File: src/rtl/qdiv_dispatch_if.sv
// qdiv_dispatch_if: request stream, result stream and divider-side signals
// of the qdiv_dispatch front end, bundled for a single interface port.
// slave  = dispatcher view, master = surrounding system view.
interface qdiv_dispatch_if #(
    parameter int unsigned N = 32
) ();
    // Request stream
    logic         i_valid;
    logic         o_ready;
    logic [N-1:0] i_dividend;
    logic [N-1:0] i_divisor;

    // Result stream
    logic         o_valid;
    logic         i_ready;
    logic [N-1:0] o_quotient;
    logic         o_overflow;
    logic         o_div_zero;

    // Divider side
    logic [N-1:0] o_div_dividend;
    logic [N-1:0] o_div_divisor;
    logic         o_div_start;
    logic [N-1:0] i_div_quotient;
    logic         i_div_complete;
    logic         i_div_overflow;

    modport slave (
        input  i_valid, i_dividend, i_divisor,
        output o_ready,
        output o_valid, o_quotient, o_overflow, o_div_zero,
        input  i_ready,
        output o_div_dividend, o_div_divisor, o_div_start,
        input  i_div_quotient, i_div_complete, i_div_overflow
    );

    modport master (
        output i_valid, i_dividend, i_divisor,
        input  o_ready,
        input  o_valid, o_quotient, o_overflow, o_div_zero,
        output i_ready,
        input  o_div_dividend, o_div_divisor, o_div_start,
        output i_div_quotient, i_div_complete, i_div_overflow
    );
endinterface

File: src/rtl/qdiv_dispatch.sv
// qdiv_dispatch: request FIFO and issue sequencer in front of the multi-cycle
// Q-format divider. One start pulse per request, one registered result slot.
// Optional divide-by-zero trap: define QDIV_DISPATCH_DIVZERO_EN.
module qdiv_dispatch #(
    parameter int unsigned Q     = 15,
    parameter int unsigned N     = 32,
    parameter int unsigned DEPTH = 4
) (
    input  logic           i_clk,
    input  logic           rst_n,
    qdiv_dispatch_if.slave bus
);

    localparam int unsigned AW      = $clog2(DEPTH);
    localparam logic [AW:0] PTR_ONE = {{AW{1'b0}}, 1'b1};

    if (DEPTH < 2 || (DEPTH & (DEPTH - 1)) != 0 || Q >= N - 1) begin : g_cfg_err
        $error("qdiv_dispatch: DEPTH must be a power of two >= 2 and Q < N-1");
    end

    typedef enum logic [1:0] {
        IDLE  = 2'd0,
        ISSUE = 2'd1,
        ACK   = 2'd2,
        BUSY  = 2'd3
    } state_e;

    typedef struct packed {
        logic [N-1:0] dividend;
        logic [N-1:0] divisor;
    } req_t;

    req_t         mem_q [DEPTH];
    req_t         mem_d [DEPTH];
    logic [AW:0]  wr_ptr_q, wr_ptr_d;
    logic [AW:0]  rd_ptr_q, rd_ptr_d;
    state_e       state_q, state_d;
    logic         valid_q, valid_d;
    logic [N-1:0] quot_q, quot_d;
    logic         ovf_q, ovf_d;
    logic [N-1:0] div_dividend_q, div_dividend_d;
    logic [N-1:0] div_divisor_q, div_divisor_d;
    logic         start_q, start_d;
`ifdef QDIV_DISPATCH_DIVZERO_EN
    logic         dz_q, dz_d;
    logic         trap;
`endif

    logic         empty;
    logic         full;
    logic         slot_free;
    logic         push;
    logic         pop;
    req_t         head;

    assign empty     = (wr_ptr_q == rd_ptr_q);
    assign full      = (wr_ptr_q[AW] != rd_ptr_q[AW]) &&
                       (wr_ptr_q[AW-1:0] == rd_ptr_q[AW-1:0]);
    assign slot_free = !valid_q || bus.i_ready;
    assign head      = mem_q[rd_ptr_q[AW-1:0]];

`ifdef QDIV_DISPATCH_DIVZERO_EN
    assign trap = (head.divisor[N-2:0] == '0);
`endif

    // Next-state logic: FIFO push/pop, issue sequencing and result slot.
    always_comb begin
        mem_d          = mem_q;
        wr_ptr_d       = wr_ptr_q;
        rd_ptr_d       = rd_ptr_q;
        state_d        = state_q;
        valid_d        = valid_q;
        quot_d         = quot_q;
        ovf_d          = ovf_q;
        div_dividend_d = div_dividend_q;
        div_divisor_d  = div_divisor_q;
        start_d        = 1'b0;
`ifdef QDIV_DISPATCH_DIVZERO_EN
        dz_d           = dz_q;
`endif
        pop            = 1'b0;
        push           = bus.i_valid && !full;

        if (push) begin
            mem_d[wr_ptr_q[AW-1:0]] = {bus.i_dividend, bus.i_divisor};
            wr_ptr_d                = wr_ptr_q + PTR_ONE;
        end

        if (valid_q && bus.i_ready) begin
            valid_d = 1'b0;
        end

        case (state_q)
            IDLE: begin
                if (!empty && slot_free) begin
`ifdef QDIV_DISPATCH_DIVZERO_EN
                    if (trap) begin
                        // Zero divisor answered locally; divider state is irrelevant.
                        pop     = 1'b1;
                        quot_d  = {head.dividend[N-1] ^ head.divisor[N-1], {(N-1){1'b1}}};
                        ovf_d   = 1'b1;
                        dz_d    = 1'b1;
                        valid_d = 1'b1;
                    end else
`endif
                    if (bus.i_div_complete) begin
                        pop            = 1'b1;
                        div_dividend_d = head.dividend;
                        div_divisor_d  = head.divisor;
                        start_d        = 1'b1;
                        state_d        = ISSUE;
                    end
                end
            end
            ISSUE: begin
                state_d = ACK;
            end
            ACK: begin
                if (!bus.i_div_complete) begin
                    state_d = BUSY;
                end
            end
            BUSY: begin
                if (bus.i_div_complete) begin
                    quot_d  = bus.i_div_quotient;
                    ovf_d   = bus.i_div_overflow;
`ifdef QDIV_DISPATCH_DIVZERO_EN
                    dz_d    = 1'b0;
`endif
                    valid_d = 1'b1;
                    state_d = IDLE;
                end
            end
            default: begin
                state_d = IDLE;
            end
        endcase

        if (pop) begin
            rd_ptr_d = rd_ptr_q + PTR_ONE;
        end
    end

    // Control, pointer and output registers with synchronous active-low reset.
    always_ff @(posedge i_clk) begin
        if (!rst_n) begin
            wr_ptr_q       <= '0;
            rd_ptr_q       <= '0;
            state_q        <= IDLE;
            valid_q        <= 1'b0;
            quot_q         <= '0;
            ovf_q          <= 1'b0;
            div_dividend_q <= '0;
            div_divisor_q  <= '0;
            start_q        <= 1'b0;
`ifdef QDIV_DISPATCH_DIVZERO_EN
            dz_q           <= 1'b0;
`endif
        end else begin
            wr_ptr_q       <= wr_ptr_d;
            rd_ptr_q       <= rd_ptr_d;
            state_q        <= state_d;
            valid_q        <= valid_d;
            quot_q         <= quot_d;
            ovf_q          <= ovf_d;
            div_dividend_q <= div_dividend_d;
            div_divisor_q  <= div_divisor_d;
            start_q        <= start_d;
`ifdef QDIV_DISPATCH_DIVZERO_EN
            dz_q           <= dz_d;
`endif
        end
    end

    // FIFO storage; contents are don't-care while the pointers say empty.
    always_ff @(posedge i_clk) begin
        mem_q <= mem_d;
    end

    assign bus.o_ready        = !full;
    assign bus.o_valid        = valid_q;
    assign bus.o_quotient     = quot_q;
    assign bus.o_overflow     = ovf_q;
    assign bus.o_div_dividend = div_dividend_q;
    assign bus.o_div_divisor  = div_divisor_q;
    assign bus.o_div_start    = start_q;
`ifdef QDIV_DISPATCH_DIVZERO_EN
    assign bus.o_div_zero     = dz_q;
`else
    assign bus.o_div_zero     = 1'b0;
`endif

endmodule
File: src/flat_wrapper.sv
// flat-port wrapper written by rule: the top's interface ports become plain ports
module qdiv_dispatch_flat 
#(
    parameter int unsigned Q     = 15,
    parameter int unsigned N     = 32,
    parameter int unsigned DEPTH = 4
)
  (i_clk, rst_n, bus_i_valid, bus_i_dividend, bus_i_divisor, bus_o_ready, bus_o_valid, bus_o_quotient, bus_o_overflow, bus_o_div_zero, bus_i_ready, bus_o_div_dividend, bus_o_div_divisor, bus_o_div_start, bus_i_div_quotient, bus_i_div_complete, bus_i_div_overflow);
  qdiv_dispatch_if #(.N(N)) bus_i ();
  input  logic i_clk;
  input  logic rst_n;
  input wire logic [$bits(bus_i.i_valid)-1:0] bus_i_valid;
  input wire logic [$bits(bus_i.i_dividend)-1:0] bus_i_dividend;
  input wire logic [$bits(bus_i.i_divisor)-1:0] bus_i_divisor;
  output wire logic [$bits(bus_i.o_ready)-1:0] bus_o_ready;
  output wire logic [$bits(bus_i.o_valid)-1:0] bus_o_valid;
  output wire logic [$bits(bus_i.o_quotient)-1:0] bus_o_quotient;
  output wire logic [$bits(bus_i.o_overflow)-1:0] bus_o_overflow;
  output wire logic [$bits(bus_i.o_div_zero)-1:0] bus_o_div_zero;
  input wire logic [$bits(bus_i.i_ready)-1:0] bus_i_ready;
  output wire logic [$bits(bus_i.o_div_dividend)-1:0] bus_o_div_dividend;
  output wire logic [$bits(bus_i.o_div_divisor)-1:0] bus_o_div_divisor;
  output wire logic [$bits(bus_i.o_div_start)-1:0] bus_o_div_start;
  input wire logic [$bits(bus_i.i_div_quotient)-1:0] bus_i_div_quotient;
  input wire logic [$bits(bus_i.i_div_complete)-1:0] bus_i_div_complete;
  input wire logic [$bits(bus_i.i_div_overflow)-1:0] bus_i_div_overflow;
  assign bus_i.i_valid = bus_i_valid;
  assign bus_i.i_dividend = bus_i_dividend;
  assign bus_i.i_divisor = bus_i_divisor;
  assign bus_o_ready = bus_i.o_ready;
  assign bus_o_valid = bus_i.o_valid;
  assign bus_o_quotient = bus_i.o_quotient;
  assign bus_o_overflow = bus_i.o_overflow;
  assign bus_o_div_zero = bus_i.o_div_zero;
  assign bus_i.i_ready = bus_i_ready;
  assign bus_o_div_dividend = bus_i.o_div_dividend;
  assign bus_o_div_divisor = bus_i.o_div_divisor;
  assign bus_o_div_start = bus_i.o_div_start;
  assign bus_i.i_div_quotient = bus_i_div_quotient;
  assign bus_i.i_div_complete = bus_i_div_complete;
  assign bus_i.i_div_overflow = bus_i_div_overflow;
  qdiv_dispatch #(.Q(Q), .N(N), .DEPTH(DEPTH)) u_core (.i_clk(i_clk), .rst_n(rst_n), .bus(bus_i));
endmodule
File: config.mk
export PLATFORM = sky130hd
export DESIGN_NAME = qdiv_dispatch_flat
export DESIGN_NICKNAME = d
export VERILOG_FILES = /design/src/rtl/qdiv_dispatch_if.sv /design/src/rtl/qdiv_dispatch.sv /design/src/flat_wrapper.sv
export SDC_FILE = /design/constraint.sdc
export NUM_CORES = 1
export LEC_CHECK = 0
export BUFFER_PORTS_ARGS = -buffer_cell sky130_fd_sc_hd__clkbuf_2
export CAP_MARGIN = 20
export CORE_MARGIN = 3
export CORE_UTILIZATION = 55
export CTS_CLUSTER_DIAMETER = 150
export DETAILED_ROUTE_END_ITERATION = 16
export GPL_TIMING_DRIVEN = 0
export PLACE_DENSITY = 0.78
export SYNTH_ARGS = -nofsm -noshare
export SYNTH_HDL_FRONTEND = slang
export SYNTH_SLANG_ARGS = --single-unit
File: constraint.sdc
create_clock -name i_clk -period 8 [get_ports i_clk]
set_clock_uncertainty 0.15 [all_clocks]
set_input_delay 0.4 -clock i_clk [delete_from_list [all_inputs] [get_ports i_clk]]
set_output_delay 0.4 -clock i_clk [all_outputs]
set_load 0.05 [all_outputs]
; ---- After elaboration in Yosys (flattened, before gate mapping)
; Cells that the tools add are included.
[classes]
add_sub_neg = 2
magnitude_cmp = 3
n_eq_ne = 10
n_mux = 17
bitwise = 2
reduce_logical = 13
[ops]
columns = operator, n
row1 = 256-bit bitwise mux, 1
row2 = 64-bit 2-to-1 mux, 3
row3 = 64-bit binary-select mux with 2-bit select, 1
row4 = 64-bit demux with 2-bit select, 1
row5 = 2-bit 2-to-1 mux, 4
row6 = 2-bit one-hot mux with 4 select lines, 1
row7 = 3-bit by 1-bit adder with 3-bit output (second input constant), 2
row8 = 3-bit >= comparator (second input constant), 2
row9 = 1-bit 2-to-1 mux, 6
row10 = 2-bit != test (second input constant), 3
row11 = 2-bit inverter with 3-bit output, 2
row12 = 1-bit logical AND, 5
row13 = 2-bit equality test (second input constant), 2
row14 = 4-bit AND reduction, 1
row15 = 3-bit equality test, 1
row16 = 1-bit zero test, 3
row17 = 3-bit by 1-bit < comparator with 1-bit output (second input constant), 1
row18 = 3-bit AND reduction, 1
row19 = 2-bit by 1-bit equality test with 1-bit output (second input constant), 1
row20 = 2-bit equality test, 1
row21 = 2-bit zero test, 1
row22 = 2-bit by 1-bit != test with 1-bit output (second input constant), 1
row23 = 2-bit AND reduction, 1
row24 = 1-bit logical OR, 1
row25 = 1-bit != test, 1
[word_totals]
reg_bits = 363
in_bits = 102
output_inout_bits = 101
word_cells = 64

; ---- Logic depth before layout (Yosys ltp)
[depth]
ltp_word = 6
depth_mapped = 7
depth_no_buf = 5

; ---- Worst setup path before layout
; Ideal clock, no wire load.
[synth_path]
kind = register to register
from = register u_core.rd_ptr_q[0]
to = register u_core.mem_q[100] in the netlist's numbering (enable)
setup_ns = 0.429
t_arrival_ns = 2.602
required_ns = 7.421
path_slack_ns = 4.819
path_stages_with_launch = 6
period_less_slack_ns = 3.181
cell_sequence = dfxtp_1 -> buf_2 -> buf_4 -> xor2_1 -> o31a_1 -> and2_1
[synth_via]
elab_chain_cells = 4
[synth_lines]
columns = item, line
row1 = "start, declared", qdiv_dispatch.sv:36  ; logic [AW:0] rd_ptr_q, rd_ptr_d;
row2 = "start signal, assigned", qdiv_dispatch.sv:161  ; rd_ptr_q <= rd_ptr_d;
row3 = 2-bit equality test, qdiv_dispatch.sv:58  ; (wr_ptr_q[AW-1:0] == rd_ptr_q[AW-1:0]);
row4 = 1-bit logical AND, qdiv_dispatch.sv:57  ; assign full = (wr_ptr_q[AW] != rd_ptr_q[AW]) &&
row5 = 1-bit zero test, qdiv_dispatch.sv:82  ; push = bus.i_valid && !full;
row6 = 1-bit logical AND, qdiv_dispatch.sv:82
row7 = "end signal, assigned", qdiv_dispatch.sv:177  ; mem_q <= mem_d;
row8 = "end, declared", qdiv_dispatch.sv:33  ; req_t mem_q [DEPTH];
; Every way passes these cells.
; A chain may end at the register's enable or synchronous reset.

; ---- Worst setup path in the final report
[layout_path]
from = register u_core.rd_ptr_q[0]
to = register u_core.mem_q[10] in the netlist's numbering (enable)
; The elaborated chain is that of the path after synthesis.

==> flow_summary.yaml <==
outcome:
  status: "finished clean"
clock_network:
  clock_latency_ns: 0.50
  clock-sinks: 363
  max-clock-path-buffers: 3
  numCtsBuffers: 37
  h-tree-depth: 2
  path_clk_slew_ns: 0.06
  cts_tree: "built"
  cts-root-buf: "clkbuf_16"
  cts_setup_buffers: 0
sta:
  drv_slew: 0
  tightest_slew_ns: 0.8960
  fmax_mhz: 359.3
  slew_headroom: 0.4027
  hold_viol_final: 0
  finalSetupViolCount: 0
  period_share: 0.3479
  rsz0062_at_grt: "no"
  min_period_ns: 2.783
  fin_tns_setup_ns: 0
pwr:
  p_leak_uw: 0.006002
  power.total_uw: 4993
  powerDensity_nw_per_um2: 293.7
  ir_drop_mv: 0.1983
floorplanning:
  die_h_um: 161.7
  placementRows: 56
  initial_core_util: 0.5633
  core-area_um2: 23680
  die_w_um: 161.7
  pin_count: 203
  design.die.area_um2: 26160
worst_setup_path:
  worstSetupStartpointType: "flop"
  required_ns: 8.06
  cp-end-kind: "flop"
  crit_type: "flop to flop"
  arrival_ns: 2.84
  cp_max_fo: 40
job:
  cap_viol_max_count: 0
yosys:
  syn_area_per_cell_um2: 15.86
  synth_nets: 951
  yosysWarnings: 0
  synth_cell_types: 33
  ys_seq_area_frac: 0.7368
  yosys_register_bits: 363
  syn_inst: 841
  syn_area_um2: 13340
final_layout:
  finalInstanceArea_um2: 17000
  fin_cells: 1525
  fillers: 1501
  multi_input_area_um2: 3212
  seq_area_um2: 9829
  final_nets: 1289
  area_growth_pct: 27.43
  drive_gt1_frac: 0.2830
global_routing:
  grt_pass1_vias: 9090
  grt_usage: 0.2377
  grt_max_degree: 58
  antenna_found_initial: 2
  gr-total-overflow: 0
  grt_first_pass_wirelength_mm: 48.71
placed_design:
  place_area_um2: 14870
  dp_hpwl_mm: 18.34
  place_inst: 1365
  gp_congestion: 0.8303
  port_buffers: 201
detailed_routing:
  first_iter_violations: 662
  via_per_inst: 5.658
  totalWireLength_mm: 31.03
  postRouteAntennaNets: 0
  drt_first_pass_iters: 5
  drc: 0
  num_vias: 8628
  post_drt_wl_per_cell_um: 20.35
hold_path:
  hold_path.class: "primary input to flop"
-- worst max-delay path, cell delays in order, from the launching register on --
cell      delay (ns)
dfxtp_1         0.34
buf_2           0.21
buf_4           0.25
xor2_1          0.13
o311ai_0        0.71
inv_4           0.35
buf_16          0.30
-- per-layer routing --
metal / global-route usage / part of all wire / up-vias
met5: 0 / 0.00023 / -
met4: 0.07406 / 0.025 / 2
met3: 0.05305 / 0.076 / 73
met2: 0.4160 / 0.51 / 379
met1: 0.2994 / 0.39 / 4269
li1: - / - / 3905
-- area by class of cell --
class	count	area share
Antenna cell	1	0.0001472
Buffer	63	0.01649
Clock buffer	51	0.05991
Clock inverter	14	0.01016
Inverter	7	0.001693
Multi-Input combinational cell	408	0.1889
Sequential cell	363	0.5782
Tap cell	319	0.02348
Timing Repair Buffer	299	0.1210
-- metrics by stage --
| step | hold WS (ns) | util | setup WS (ns) |
|---|---|---|---|
| finish | 0.02661 | 0.7178 | 5.217 |
| global route | 0.005431 | 0.7178 | 5.024 |
| detailed placement | 0.2980 | 0.6277 | 5.232 |
| CTS | 0.005892 | 0.7177 | 5.189 |
| global placement | 0.2918 | 0.6226 | 3.408 |
| floorplan | 0.3151 | - | 4.819 |
-- cell usage after synthesis (all sizes together) --
cell      n  area, µm²
edfxtp  256       7687
dfxtp   107       2142
a21oi   102      510.5
nand2    69      259.0
nand3    68      340.3
o21ai    66      330.3
mux4     64       1441
clkbuf   46      172.7
buf      17      107.6
ha        8      100.1
inv       6      22.52
and2      4      25.02
xnor2     4      35.03
o31ai     3      22.52
xor2      3      26.28
and3      2      12.51
nor2      2      7.510
or3       2      12.51
a211o     1      8.760
a22o      1      8.760
clkinv    1      3.750
conb      1      3.750
mux2i     1      10.01
nand2b    1      6.260
nand3b    1      7.510
nor2b     1      6.260
nor3      1      5.000
o311ai    1      8.760
o31a      1      8.760
or4       1      7.510
-- flip-flops by register name, summed over array words and instances (netlist names) --
register	flops
u_core.mem_q	256
u_core.bus.o_div_dividend	32
u_core.bus.o_div_divisor	32
u_core.bus.o_quotient	32
u_core.rd_ptr_q	3
u_core.wr_ptr_q	3
u_core.state_q	2
u_core.bus.o_div_start	1
u_core.bus.o_overflow	1
u_core.bus.o_valid	1
-- cells by family after synthesis --
logic type                 Yosys count  share of synthesized area
DFF                                363                     0.7368
AOI/OAI and AO/OA                  175                    0.06734
and+or+nand+nor                    152                    0.05168
buffers and inverters               70                    0.02298
muxes                               65                     0.1088
adders and majority gates            8                   0.007504
xor gates and xnor gates             7                   0.004596
other                                1                  0.0002811
-- repair_timing --
action                    in CTS  in global routing
resized for setup              0                  0
hold buffers                  94                  0
hold endpoints to repair     286                  0
-- cells in the final DEF (no fill, tap or decap), types with 3 or more instances in the layout --
| cell | count |
|---|---|
| clkinv_2 | 9 |
| xnor2_1 | 4 |
| dlygate4sd3_1 | 94 |
| clkbuf_1 | 56 |
| mux4_2 | 64 |
| nand3_1 | 68 |
| buf_4 | 6 |
| ha_1 | 8 |
| o21ai_0 | 66 |
| a21oi_1 | 102 |
| clkbuf_16 | 37 |
| o31ai_1 | 3 |
| nand2_1 | 69 |
| dfxtp_1 | 107 |
| buf_1 | 4 |
| edfxtp_1 | 256 |
| buf_2 | 5 |
| buf_16 | 4 |
| clkbuf_8 | 4 |
| bufinv_16 | 4 |
| clkbuf_2 | 201 |
| xor2_1 | 3 |
| inv_1 | 5 |
| and2_4 | 3 |
-- final timing paths --
kind / from / end / slack [ns] / cells past startpoint
max: u_core.rd_ptr_q[0] / u_core.mem_q[10] / 5.22 / 6
min: bus_i_div_quotient[0] / u_core.bus.o_quotient[0] / 0.03 / 3
max reg2reg: u_core.rd_ptr_q[0] / u_core.mem_q[10] / 5.22 / 6
min reg2reg: u_core.bus.o_quotient[29] / u_core.bus.o_quotient[29] / 0.30 / 2
-- power breakdown --
part	switching, µW	leakage, µW	internal, µW
clock network	667	0.000588	1020
logic	732	0.00220	361
registers	60.4	0.00322	2150
No activity file was read; power rests on OpenSTA's default activity.
